## src/rtl/jk_sync_counter.sv

```systemverilog
// Modulo-MODULUS up/down counter made of JK flip-flop stages, one per count bit.
// The J/K drive for every stage is generated here; each stage then applies the
// JK rule q+ = (j & ~q) | (~k & q). Counting uses toggle mode (j = k), while
// load and wrap use set/reset mode (j = target, k = ~target).
module jk_sync_counter #(
    parameter int WIDTH   = 4,
    parameter int MODULUS = 10
) (
    input  logic             clock,
    input  logic             reset_not,
    input  logic             enable,
    input  logic             up,
    input  logic             load,
    input  logic [WIDTH-1:0] load_value,
    input  logic             clear_wrapped,
    output logic [WIDTH-1:0] count,
    output logic [WIDTH-1:0] count_not,
    output logic             terminal_count,
    output logic             carry_out,
    output logic             wrapped,
    output logic             load_error
);

    // MODULUS can equal 2**WIDTH, so the load bound needs one extra bit.
    localparam logic [WIDTH:0]   MOD_EXT   = (WIDTH+1)'(MODULUS);
    localparam logic [WIDTH-1:0] MAX_COUNT = WIDTH'(MODULUS - 1);

    logic [WIDTH-1:0] q;
    logic [WIDTH-1:0] j;
    logic [WIDTH-1:0] k;
    logic [WIDTH-1:0] toggle;
    logic             load_ok;
    logic             wrap_step;

    assign count     = q;
    assign count_not = ~q;

    assign terminal_count = (up & (q == MAX_COUNT)) | (~up & (q == '0));
    assign carry_out      = terminal_count & enable & ~load;
    assign load_ok        = ({1'b0, load_value} < MOD_EXT);
    assign wrap_step      = ~load & enable & terminal_count;

    // Ripple-style toggle enables: a bit flips when all lower bits are 1 (up)
    // or all lower bits are 0 (down), giving a plain binary step.
    always_comb begin
        toggle    = '0;
        toggle[0] = 1'b1;
        for (int i = 1; i < WIDTH; i++) begin
            toggle[i] = toggle[i-1] & (up ? q[i-1] : ~q[i-1]);
        end
    end

    // J/K drive selection: accepted load > wrap > count step > hold.
    always_comb begin
        j = '0;
        k = '0;
        if (load) begin
            if (load_ok) begin
                j = load_value;
                k = ~load_value;
            end
        end else if (enable) begin
            if (terminal_count) begin
                j = up ? '0 : MAX_COUNT;
                k = up ? '1 : ~MAX_COUNT;
            end else begin
                j = toggle;
                k = toggle;
            end
        end
    end

    // JK storage stages.
    always_ff @(posedge clock or negedge reset_not) begin
        if (!reset_not) begin
            q <= '0;
        end else begin
            q <= (j & ~q) | (~k & q);
        end
    end

    // Sticky wrap flag (a wrap beats a same-edge clear) and reject pulse.
    always_ff @(posedge clock or negedge reset_not) begin
        if (!reset_not) begin
            wrapped    <= 1'b0;
            load_error <= 1'b0;
        end else begin
            if (wrap_step) begin
                wrapped <= 1'b1;
            end else if (clear_wrapped) begin
                wrapped <= 1'b0;
            end
            load_error <= load & ~load_ok;
        end
    end

endmodule
```

## config.mk

```make
export PLATFORM = sky130hd
export DESIGN_NAME = jk_sync_counter
export DESIGN_NICKNAME = d
export VERILOG_FILES = /design/src/rtl/jk_sync_counter.sv
export SDC_FILE = /design/constraint.sdc
export NUM_CORES = 1
export LEC_CHECK = 0
export ABC_AREA = 1
export CAP_MARGIN = 25
export CORE_AREA = 2 2 39 41
export CTS_CLUSTER_SIZE = 16
export DETAILED_ROUTE_END_ITERATION = 10
export DIE_AREA = 0 0 41 43
export HOLD_SLACK_MARGIN = 0.15
export PLACE_DENSITY = 0.71
export RECOVER_POWER = 25
export SLEW_MARGIN = 20
export SYNTH_ARGS = -nofsm -noshare
export SYNTH_HDL_FRONTEND = slang
export SYNTH_SLANG_ARGS = --single-unit
```

## constraint.sdc

```tcl
create_clock -name clock -period 3 [get_ports clock]
set_input_delay 0.45 -clock clock [delete_from_list [all_inputs] [get_ports clock]]
set_output_delay 0.45 -clock clock [all_outputs]
set_load 0.02 [all_outputs]
```

After elaboration in Yosys (flattened, before gate mapping) --
Index checks and enable logic that the tools add are counted.
Operators by class: order comparisons 1, equal/unequal tests 1, mux-type cells 15, bitwise operators 22, reduce and logical (&&, ||, !) cells 2
Operators with widths (count):
- 4-bit two-way mux | 10
- 4-bit inverter | 3
- 1-bit AND | 9
- 4-bit AND | 2
- 1-bit inverter | 6
- 1-bit two-way mux | 5
- 4-bit == test, second input constant | 1
- 4-bit logical NOT | 1
- 4-bit < comparator, second input constant | 1
- 4-bit bitwise OR | 1
- 2-bit nonzero test | 1
- 1-bit bitwise OR | 1
Storage, ports and cells: bits in registers 6, input bits 10, word-level logic and storage cells 44

Depth between registers and ports, before layout --
depth in word-level cells 10, depth in mapped cells 8

Least setup slack after synthesis --
OpenSTA, ideal clock, no wires.
path kind flip-flop to output port, from register q[3] (netlist: count[3]), to output carry_out, arrival 1242 ps, required time 2550 ps, slack 1308 ps, stages on the path, launching flop included 8, buffers on the path 0, cell sequence dfrtp_1 inv_1 nand2_1 nand2_1 nand2_2 inv_2 nand2_1 inv_1
Between the ends: longest elaborated chain between the ends 5
RTL lines:
- start, declared | line 28 | logic [WIDTH-1:0] q;
- start signal, assigned | line 78 | q <= (j & ~q) | (~k & q);
- 4-bit == test or 4-bit logical NOT (tied branches) | line 38 | assign terminal_count = (up & (q == MAX_COUNT)) | (~up & (q == '0));
- 1-bit AND | line 38
- 1-bit bitwise OR * | line 38
- via terminal_count | line 18 | output logic terminal_count,
- 1-bit AND * (2 in series) | line 39 | assign carry_out = terminal_count & enable & ~load;
- end, declared | line 19 | output logic carry_out,
The timed path passes the listed nets; every way through them passes the cells marked *.

Worst setup path in the final report --
from input up, to output carry_out
Between the ends: longest elaborated chain between the ends 5
RTL lines:
- start, declared | line 12 | input logic up,
- 1-bit inverter | line 38
- 1-bit AND | line 38
- 1-bit bitwise OR * | line 38
- 1-bit AND * (2 in series) | line 39
Mark *: on every way between the ends. The rest lies on a longest branch, timed or not.

==> impl_metrics.yaml <==
global_route:
  track_usage_pct: 14.3
  global_route.overflow_total: 0
  wire_length_of_the_first_global_routing_pass_mm: 1.68
  pin_count_of_the_biggest_net_entering_global_routing: 8
  vias_in_the_first_global_route: 436
  initial_antenna_violation_count: 0
floorplan:
  ioPinCount: 22
  die_area_sq_mm: 0.00176
  die_height_um: 43
  die_width_um: 41
  core_sq_mm: 0.00138
  placementRows: 14
  start_util_pct: 32.0
cells_and_area:
  area.sequential_sq_um: 150
  layout.core_utilization_pct: 50.3
  nets: 108
  antenna-diode-count: 0
  layout-drive-gt1-share_pct: 11.5
  filler_cell_count: 145
  multiInputGateArea_sq_um: 248
  area.growth.synth_to_final_pct: 57.1
  post-route-cell-area_sq_um: 696
  final_cells: 112
outcome:
  run_status: "finished clean"
worst_setup_path:
  path_cells: "clkdlybuf4s50_1 > nor2_2 > nand2_1 > nand2_1 > nand2_2 > inv_2 > nand2_1 > inv_1 > clkdlybuf4s50_1"
  crit_path_end_kind: "output port"
  timing.critical_path.arrival_ps: 2070
  worst-path-stages: 9
  max_stage_delay_ps: 590
  critical-path-top-delay-family: "buffers and inverters"
  timing.setup.critical_path_class: "in -> out"
  crit_buf_inv: 4
  r2r_cells: 6
  worstPathRequired_ps: 2550
  timing.critical_path.from_type: "primary input"
  cell_mode_on_critical_path: "sky130_fd_sc_hd__nand2_1"
  timing.critical_path.slowest_stage_cell: "sky130_fd_sc_hd__clkdlybuf4s50_1"
  crit_fanout: 4
power_and_ir_drop:
  ir_worst_vdd_uv: 277
  total_power_mw: 0.568
  leakagePower_nw: 0.359
  power-per-cell-area_mw_per_mm2: 817
timing:
  setup_total_neg_slack_ps: 0
  min_period_over_period_pct: 84.2
  grt_setup_unrepaired: "no"
  finish_stage_setup_viols: 0
  final-hold-violation-count: 0
  maximum_frequency_from_static_timing_analysis_ghz: 0.396
  final_period_minus_worst_setup_slack_ps: 2520
  finClkSkew_ps: 3.75
  worstMarginPinSlew_ps: 302
  timing.slew.headroom_pct: 79.8
  maxSlewViolCount: 0
logic_synthesis:
  synthesized_nets: 82
  synth.avg_cell_area_sq_um: 6.15
  synth-xor-area-share_pct: 0
  synthesis.instances: 72
  postSynthRegisterBits: 6
  ys_types: 15
  synth.cells.most_frequent: "sky130_fd_sc_hd__nand2_1, sky130_fd_sc_hd__inv_1, sky130_fd_sc_hd__dfrtp_1, sky130_fd_sc_hd__nand3_1, sky130_fd_sc_hd__nor2_1"
  synth_compound_gate_area_share_pct: 13.8
  synthesis.area_sq_um: 443
  synth-async-reset-ratio_pct: 100
  ys_seq_area_share_pct: 33.9
  muxShareOfSynthArea_pct: 0
  simple_gate_fraction_of_synth_area_pct: 42.1
  synth_most_common_cell: "sky130_fd_sc_hd__nand2_1"
  adder_cell_fraction_of_synth_area_pct: 0
  synthTopCellsByArea: "sky130_fd_sc_hd__dfrtp_1, sky130_fd_sc_hd__nand2_1, sky130_fd_sc_hd__inv_1, sky130_fd_sc_hd__nand3_1, sky130_fd_sc_hd__o21ai_2"
  yosys.area.top_type: "sky130_fd_sc_hd__dfrtp_1"
  combinational_family_with_the_most_area_after_synthesis: "simple AND/OR/NAND/NOR gates"
  synth_edf_count: 0
  ys.flop_type: "sky130_fd_sc_hd__dfrtp_1"
  synth.top_cell.area_share_pct: 33.9
  ys_warn_count: 0
route:
  drt_iter0_markers: 7
  post_drt_wl_per_cell_um: 9.59
  first_pass_iters: 4
  route.antenna.remaining_nets: 0
  vias_per_cell: 4.67
  drt_drc_violations_left: 0
  drt-total-wl_mm: 1.07
  dr_total_vias: 523
worst_hold_path:
  hold_class: "in -> async"
flow_run:
  maxCapViolCount: 0
clock_tree:
  clk-insertion-delay-late_ps: 250
  cts_made_buffers: 3
  cts_max_path_buffers: 2
  cts_resizes: 0
  hold_buffers: 0
  postCtsSetupRepairBufs: 0
  cts_htree_levels: 1
  clkSinkCount: 6
  clk_slew_on_worst_s_h_paths_ps: 40
  clock_tree.root_cell: "sky130_fd_sc_hd__clkbuf_4"
  tritoncts: "done"
placement:
  dp_area_sq_um: 673
  routabilityCongestion: 0.826
  place_inst: 109
  post-dp-hpwl_um: 929
  io_buffer_count: 21
==> kinds of logic (layout without fill, tap and decap cells) <==
kind of cell / after synthesis / count (layout)
AND/OR/NAND/NOR: 44 / 44
buffers and inverters: 12 / 36
flip-flops: 6 / 6
AO/OA/AOI/OAI: 10 / 10
==> sequential cells by signal, indices dropped and copies added, names as in the netlist <==
register    count
count           4
wrapped         1
load_error      1
==> per-stage QoR <==
stage	setup slack [ps]	hold WS, ps
final	475	526
after global routing	367	540
after CTS	474	467
after detailed placement	475	534
after global placement	536	538
after floorplan	1310	154
==> path summary, 6_finish.rpt <==
check	start	slack, ps	endpoint
max	up	480	carry_out
min	reset_not	530	wrapped
max reg2reg	count[1]	1800	count[0]
min reg2reg	wrapped	530	wrapped
max in group asynchronous	reset_not	2240	count[1]
min in group clock	wrapped	530	wrapped
==> cells in the final DEF (no fill, tap or decap), types with 2 or more instances in the layout <==
cell                              instances
sky130_fd_sc_hd__nand2_1                 29
sky130_fd_sc_hd__clkdlybuf4s50_1         20
sky130_fd_sc_hd__inv_1                    9
sky130_fd_sc_hd__nand3_1                  6
sky130_fd_sc_hd__dfrtp_1                  6
sky130_fd_sc_hd__nor2_1                   4
sky130_fd_sc_hd__inv_2                    3
sky130_fd_sc_hd__a21oi_1                  3
sky130_fd_sc_hd__o21ai_0                  3
sky130_fd_sc_hd__clkbuf_4                 3
sky130_fd_sc_hd__nand2_2                  2
sky130_fd_sc_hd__o21ai_2                  2
==> area by class of cell <==
class / count / share of cell area, %
well taps: 16 / 2.88
clock buffers: 3 / 3.24
inverters: 12 / 6.47
flip-flops and latches: 6 / 21.6
multi-input cells: 54 / 35.6
repair buffers: 21 / 30.2
==> routing by layer <==
layer | part of all wire (%) | global-route usage, % | up-vias
met4 | 3.2 | 10.0 | 0
li1 | - | - | 275
met3 | 9.0 | 3.14 | 5
met2 | 44 | 20.9 | 25
met5 | 0 | 0 | -
met1 | 44 | 17.6 | 218
==> power breakdown <==
part | switching [mW] | leakage (nW) | internal (mW)
clock | 0.0286 | 0.0138 | 0.0452
combinational | 0.199 | 0.269 | 0.154
sequential | 0.0328 | 0.0761 | 0.109
total | 0.260 | 0.359 | 0.308
(Power assumes the default switching activity.)
